==> config.mk <==
export PLATFORM = sky130hd
export DESIGN_NAME = band_peak_smoother
export DESIGN_NICKNAME = d
export VERILOG_FILES = /design/src/rtl/band_peak_smoother.sv
export SDC_FILE = /design/constraint.sdc
export NUM_CORES = 1
export LEC_CHECK = 0
export CORE_MARGIN = 2
export CORE_UTILIZATION = 35
export DETAILED_ROUTE_END_ITERATION = 8
export PLACE_DENSITY_LB_ADDON = 0.3
export SYNTH_ARGS = -nofsm -noshare
export SYNTH_HDL_FRONTEND = slang
export SYNTH_SLANG_ARGS = --single-unit
==> constraint.sdc <==
create_clock -name clk -period 2.4 [get_ports clk]
set_input_delay 0.24 -clock clk [delete_from_list [all_inputs] [get_ports clk]]
set_output_delay 0.24 -clock clk [all_outputs]
set_load 0.1 [all_outputs]
==> src/rtl/band_peak_smoother.sv <==
// band_peak_smoother: collects one 16-band frame over valid/ready, clamps each band to 0..MAX_VAL,
// and commits all bands at once. Define BAND_DECAY_EN to build per-band peak-hold with linear decay.
module band_peak_smoother #(
  parameter int DATA_W      = 24,
  parameter int MAX_VAL     = 32767,
  parameter int DECAY_STEP  = 512,
  parameter int HOLD_FRAMES = 4
) (
  input  logic                     clk,
  input  logic                     rst_n,
  input  logic                     in_valid,
  output logic                     in_ready,
  input  logic signed [DATA_W-1:0] in_data,
  input  logic                     in_last,
  output logic        [DATA_W-1:0] f0,
  output logic        [DATA_W-1:0] f1,
  output logic        [DATA_W-1:0] f2,
  output logic        [DATA_W-1:0] f3,
  output logic        [DATA_W-1:0] f4,
  output logic        [DATA_W-1:0] f5,
  output logic        [DATA_W-1:0] f6,
  output logic        [DATA_W-1:0] f7,
  output logic        [DATA_W-1:0] f8,
  output logic        [DATA_W-1:0] f9,
  output logic        [DATA_W-1:0] f10,
  output logic        [DATA_W-1:0] f11,
  output logic        [DATA_W-1:0] f12,
  output logic        [DATA_W-1:0] f13,
  output logic        [DATA_W-1:0] f14,
  output logic        [DATA_W-1:0] f15,
  output logic                     done,
  output logic                     frame_err
);

  if (HOLD_FRAMES < 0 || HOLD_FRAMES > 15) begin : g_hold_chk
    $error("HOLD_FRAMES must fit the 4-bit hold counter (0..15)");
  end
  if (DECAY_STEP < 0 || DECAY_STEP > MAX_VAL) begin : g_step_chk
    $error("DECAY_STEP must lie in 0..MAX_VAL");
  end
  if (MAX_VAL <= 0 || MAX_VAL >= (2 ** (DATA_W - 1))) begin : g_max_chk
    $error("MAX_VAL must be positive and representable as a signed DATA_W value");
  end

  localparam logic [DATA_W-1:0] MAX_V = DATA_W'(MAX_VAL);

  // COLLECT: in_ready=1, beats land in the pending bank | COMMIT: bubble cycle, pending bank -> f
  typedef enum logic {
    COLLECT = 1'b0,
    COMMIT  = 1'b1
  } state_t;

  state_t            state_q, state_d;
  logic [3:0]        band_idx_q, band_idx_d;
  logic              done_q, done_d;
  logic              frame_err_q, frame_err_d;
  logic              accept;
  logic              commit;
  logic              idx_last;
  logic [DATA_W-1:0] c;
  logic [DATA_W-1:0] pend_d;
  logic [DATA_W-1:0] f_q    [16];
  logic [DATA_W-1:0] pend_q [16];

  always_comb begin
    state_d     = state_q;
    band_idx_d  = band_idx_q;
    done_d      = 1'b0;
    frame_err_d = 1'b0;
    accept      = 1'b0;
    commit      = 1'b0;
    in_ready    = (state_q == COLLECT);
    idx_last    = (band_idx_q == 4'd15);
    case (state_q)
      COLLECT: begin
        if (in_valid) begin
          accept = 1'b1;
          if (in_last && idx_last) begin
            state_d    = COMMIT;
            band_idx_d = '0;
          end else if (in_last || idx_last) begin
            band_idx_d  = '0;
            frame_err_d = 1'b1;
          end else begin
            band_idx_d = band_idx_q + 4'd1;
          end
        end
      end
      COMMIT: begin
        commit  = 1'b1;
        done_d  = 1'b1;
        state_d = COLLECT;
      end
      default: state_d = COLLECT;
    endcase
  end

  always_comb begin
    if (in_data[DATA_W-1]) begin
      c = '0;
    end else if (in_data > $signed(MAX_V)) begin
      c = MAX_V;
    end else begin
      c = $unsigned(in_data);
    end
  end

`ifdef BAND_DECAY_EN
  localparam logic [DATA_W-1:0] DSTEP     = DATA_W'(DECAY_STEP);
  localparam logic [3:0]        HOLD_INIT = 4'(HOLD_FRAMES);

  logic [3:0]        h_q     [16];
  logic [3:0]        hpend_q [16];
  logic [3:0]        h_cur;
  logic [3:0]        hpend_d;
  logic [DATA_W-1:0] cur;
  logic [DATA_W-1:0] decayed;

  // Values never exceed MAX_VAL, so the guarded subtract cannot wrap.
  always_comb begin
    cur     = f_q[band_idx_q];
    h_cur   = h_q[band_idx_q];
    decayed = (cur > DSTEP) ? (cur - DSTEP) : '0;
    if (c >= cur) begin
      pend_d  = c;
      hpend_d = HOLD_INIT;
    end else if (h_cur != 4'd0) begin
      pend_d  = cur;
      hpend_d = h_cur - 4'd1;
    end else begin
      pend_d  = (c > decayed) ? c : decayed;
      hpend_d = 4'd0;
    end
  end

  always_ff @(posedge clk or negedge rst_n) begin
    if (!rst_n) begin
      for (int i = 0; i < 16; i++) begin
        h_q[i]     <= '0;
        hpend_q[i] <= '0;
      end
    end else begin
      if (accept) hpend_q[band_idx_q] <= hpend_d;
      if (commit) h_q <= hpend_q;
    end
  end
`else
  always_comb pend_d = c;
`endif

  always_ff @(posedge clk or negedge rst_n) begin
    if (!rst_n) begin
      state_q     <= COLLECT;
      band_idx_q  <= '0;
      done_q      <= 1'b0;
      frame_err_q <= 1'b0;
    end else begin
      state_q     <= state_d;
      band_idx_q  <= band_idx_d;
      done_q      <= done_d;
      frame_err_q <= frame_err_d;
    end
  end

  // A complete frame rewrites all 16 pending entries, so an aborted frame needs no explicit flush.
  always_ff @(posedge clk or negedge rst_n) begin
    if (!rst_n) begin
      for (int i = 0; i < 16; i++) begin
        f_q[i]    <= '0;
        pend_q[i] <= '0;
      end
    end else begin
      if (accept) pend_q[band_idx_q] <= pend_d;
      if (commit) f_q <= pend_q;
    end
  end

  assign done      = done_q;
  assign frame_err = frame_err_q;
  assign f0  = f_q[0];
  assign f1  = f_q[1];
  assign f2  = f_q[2];
  assign f3  = f_q[3];
  assign f4  = f_q[4];
  assign f5  = f_q[5];
  assign f6  = f_q[6];
  assign f7  = f_q[7];
  assign f8  = f_q[8];
  assign f9  = f_q[9];
  assign f10 = f_q[10];
  assign f11 = f_q[11];
  assign f12 = f_q[12];
  assign f13 = f_q[13];
  assign f14 = f_q[14];
  assign f15 = f_q[15];

endmodule

==> tab_implementation.tex <==
\begin{tabular}{lr}
\hline
Metric & Value \\
\hline
\multicolumn{2}{l}{\textbf{Synth}} \\
\quad Cell area after technology mapping & 26900 µm² \\
\quad Area share of the largest cell type after synthesis & 69.2\% \\
\quad Cell taking the most area after synthesis & sky130\_fd\_sc\_hd\_\_dfrtp\_1 \\
\quad Sequential fraction of the synthesis area & 69.2\% \\
\quad Number of synthesized flops with an enable pin & 0 \\
\quad Ys async rst share & 100\% \\
\quad Cell with the most instances after synthesis & sky130\_fd\_sc\_hd\_\_dfrtp\_1 \\
\quad Post-synthesis area per instance & 15.8 µm² \\
\quad Commonest cells post-synth & sky130\_fd\_sc\_hd\_\_dfrtp\_1 (743), sky130\_fd\_sc\_hd\_\_mux2\_2 (368), sky130\_fd\_sc\_hd\_\_a22o\_1 (241), sky130\_fd\_sc\_hd\_\_and2\_1 (130), sky130\_fd\_sc\_hd\_\_clkbuf\_1 (71) \\
\quad Ys Warns & 0 \\
\quad Number of flip-flops and latches in the synthesized netlist & 743 \\
\quad Synthesized netlist cell count & 1706 \\
\quad Cell variety after synth & 26 \\
\quad Synth area leaders & sky130\_fd\_sc\_hd\_\_dfrtp\_1 (69\%), sky130\_fd\_sc\_hd\_\_mux2\_2 (15\%), sky130\_fd\_sc\_hd\_\_a22o\_1 (7.9\%), sky130\_fd\_sc\_hd\_\_and2\_1 (3.0\%), sky130\_fd\_sc\_hd\_\_clkbuf\_1 (0.99\%) \\
\quad Top\_reg\_cell synth & sky130\_fd\_sc\_hd\_\_dfrtp\_1 \\
\multicolumn{2}{l}{\textbf{Floorplan}} \\
\quad Full die area & 79000 µm² \\
\quad Die boundary height & 281 µm \\
\quad Initial standard-cell utilization of the core & 35.4\% \\
\quad Core Area & 75900 µm² \\
\quad Number of top-level pins & 415 \\
\quad Std cell rows & 101 \\
\quad Die W & 281 µm \\
\multicolumn{2}{l}{\textbf{GRT}} \\
\quad Global-route wire length before repair & 109 mm \\
\quad Largest net degree at the start of global routing & 183 \\
\quad Overall Global Routing Usage & 18.3\% \\
\quad Initial antenna violation count & 3 \\
\quad Number of global-route vias before repair & 16700 \\
\quad Total global routing overflow & 0 \\
\multicolumn{2}{l}{\textbf{Worst setup path}} \\
\quad Data required time of the critical path & 2.16 ns \\
\quad Depth of the worst register-to-register path & 2 \\
\quad Type of element launching the critical path & flop \\
\quad Arrival time of data at the critical path endpoint & 2.06 ns \\
\quad Worst setup slack for register-to-register paths & 0.37 ns \\
\quad Nature of the critical path endpoint & output pin \\
\quad Largest fanout of any net on the critical path & 108 \\
\quad Worst Setup Path Type & flop to output pin \\
\multicolumn{2}{l}{\textbf{Clocking}} \\
\quad Clock insertion delay at the later pin of the skew report & 0.62 ns \\
\quad Maximum level of the CTS H-tree & 3 \\
\quad CTS tree & built \\
\quad Clock transition at the registers of the reported paths & 0.06 ns \\
\quad Buffer levels on the longest clock path & 3 \\
\quad Cell at the root of the clock tree & sky130\_fd\_sc\_hd\_\_clkbuf\_16 \\
\quad CTS Sinks & 743 \\
\quad Clock buffers created by TritonCTS & 81 \\
\multicolumn{2}{l}{\textbf{Drt}} \\
\quad Via count of the routed design & 15900 \\
\quad Wirelength, routed & 72.6 mm \\
\quad Remaining design rule violation count & 0 \\
\quad Violation count after the first detailed-routing iteration & 1008 \\
\quad Remaining antenna violation count after routing & 0 \\
\quad Final routed wire length divided by cell count & 22.4 µm \\
\quad Vias per cell & 4.90 \\
\quad Router iterations before antenna repair & 4 \\
\multicolumn{2}{l}{\textbf{Pwr}} \\
\quad Overall power consumption & 29.4 mW \\
\quad Power Dens Cells & 855 nW/µm² \\
\quad Static leakage power & 17.6 nW \\
\quad Worst voltage drop across the vdd grid & 0.000413 V \\
\multicolumn{2}{l}{\textbf{Timing}} \\
\quad Unrepaired setup endpoints after global routing & false \\
\quad Slew Viols, Final & 0 \\
\quad Measured slew at the worst slew-check pin & 1.15 ns \\
\quad Max-slew headroom at the worst pin & 23.2\% \\
\quad Total Negative Setup Slacks & 0 ns \\
\quad Highest clock rate & 435 MHz \\
\quad Largest clock skew in the final design & 0.0237 ns \\
\quad Time the final worst path needs with I/O delays and setup & 2.30 ns \\
\quad Worst hold slack across all endpoints & 0.124 ns \\
\quad Count of final hold-check violations & 0 \\
\quad Final worst path period share & 95.7\% \\
\quad Final setup vio count & 0 \\
\quad Final critical-path setup slack & 0.102 ns \\
\multicolumn{2}{l}{\textbf{Finish}} \\
\quad Final nets & 2176 \\
\quad Number of flip-flops in the largest register & 368 \\
\quad Layout Area Growth over Synthesis & 27.8\% \\
\quad Register ranked first by flip-flop count & pend\_q \\
\quad Fraction of final layout cells sized beyond drive strength 1 & 44.2\% \\
\quad Filler cell count & 6688 \\
\multicolumn{2}{l}{\textbf{Worst hold path}} \\
\quad Min-delay worst type & input port to asynchronous set/reset pin \\
\multicolumn{2}{l}{\textbf{Placed design}} \\
\quad Gp weighted congestion & 0.754 \\
\quad Pre-CTS setup slack & 0.312 ns \\
\quad IO buf count & 398 \\
\quad Half-perimeter wire length of the detailed placement result & 46.3 mm \\
\multicolumn{2}{l}{\textbf{Status}} \\
\quad Run status & completed \\
\multicolumn{2}{l}{\textbf{Job}} \\
\quad Max\_cap viols & 0 \\
\hline
\end{tabular}
## worst paths after layout
path,start,end
max,state_q$_DFF_PN0_,in_ready
min,rst_n,f11[16]$_DFFE_PN0P_
max reg2reg,state_q$_DFF_PN0_,f2[14]$_DFFE_PN0P_
min reg2reg,pend_q[18]$_DFFE_PN0P_,pend_q[18]$_DFFE_PN0P_
max in group asynchronous,rst_n,f8[8]$_DFFE_PN0P_
min in group clk,in_last,frame_err$_DFF_PN0_
## layer usage
| layer | track usage [%] | up-vias | share of wire (%) |
|---|---|---|---|
| met5 | 0 | - | 0.017 |
| met4 | 6.33 | 2 | 2.6 |
| met3 | 5.10 | 101 | 6.3 |
| met2 | 29.3 | 389 | 48 |
| met1 | 24.0 | 8451 | 43 |
| li1 | - | 6931 | - |
## kinds of logic after synthesis
| kind of cell | Yosys count | synth area share [%] |
|---|---|---|
| flip-flops | 743 | 69.2 |
| other | 1 | 0.0139 |
| AND/OR/NAND/NOR | 202 | 4.78 |
| multiplexers | 369 | 15.5 |
| buffers and inverters | 140 | 2.39 |
| adder cells (fa/ha/maj) | 6 | 0.279 |
| AO/OA/AOI/OAI | 245 | 7.93 |
## metrics by stage
stage	instances	area, µm²	util (%)
after floorplan	1721	26900	-
after global placement	3088	31400	41.4
after detailed placement	3088	31400	41.4
after CTS	3236	34400	45.2
after global routing	3237	34400	45.3
final	3237	34400	45.3
## area by class of cell
type,instances,area (µm²),share of cell area [%]
flip-flops and latches,743,18600,54.1
multi-input cells,838,7760,22.6
repair buffers,472,3790,11.0
clock buffers,114,2370,6.91
well taps,1030,1290,3.75
clock inverters,33,536,1.56
inverters,6,22.5,0.0655
diodes,1,2.50,0.00728
## power breakdown
part / switching [mW] / internal [mW] / leakage [nW] / total [mW]
clock network: 5.12 / 8.22 / 1.42 / 13.3
registers: 0.615 / 13.6 / 10.2 / 14.2
logic: 0.856 / 0.970 / 5.93 / 1.83
## layout by cell type (no fill, tap or decap), types with 2 or more instances in the layout
master                              n
sky130_fd_sc_hd__dfrtp_1          742
sky130_fd_sc_hd__buf_4            431
sky130_fd_sc_hd__mux2_2           368
sky130_fd_sc_hd__a22o_1           241
sky130_fd_sc_hd__and2_1           130
sky130_fd_sc_hd__clkbuf_16         83
sky130_fd_sc_hd__clkdlybuf4s50_1   26
sky130_fd_sc_hd__nand3b_1          19
sky130_fd_sc_hd__clkbuf_8          18
sky130_fd_sc_hd__nor3_2            16
sky130_fd_sc_hd__conb_1            16
sky130_fd_sc_hd__nand3_1           13
sky130_fd_sc_hd__clkbuf_1          13
sky130_fd_sc_hd__bufinv_16         12
sky130_fd_sc_hd__buf_12            12
sky130_fd_sc_hd__clkinv_2           9
sky130_fd_sc_hd__or2_2              8
sky130_fd_sc_hd__inv_1              6
sky130_fd_sc_hd__ha_1               6
sky130_fd_sc_hd__nand2b_1           5
sky130_fd_sc_hd__nor2b_1            4
sky130_fd_sc_hd__inv_6              4
sky130_fd_sc_hd__o21ai_0            3
sky130_fd_sc_hd__clkinvlp_4         3
sky130_fd_sc_hd__clkinv_4           3
sky130_fd_sc_hd__nor4_2             2
sky130_fd_sc_hd__nand2_1            2
## worst max-delay path, cell delays in order, from the launching register on
cell and delay (ns):
sky130_fd_sc_hd__dfrtp_4 0.54, sky130_fd_sc_hd__buf_16 0.43, sky130_fd_sc_hd__inv_1 0.10, sky130_fd_sc_hd__buf_4 0.25
## what timing repair did
action	4_1_cts	5_1_grt
endpoints found under the hold margin	295	0
endpoints found under the setup margin	0	1
hold buffers	1	0
resized for setup	0	1
buffers inserted	0	0
No activity file was read; power rests on OpenSTA's default activity.
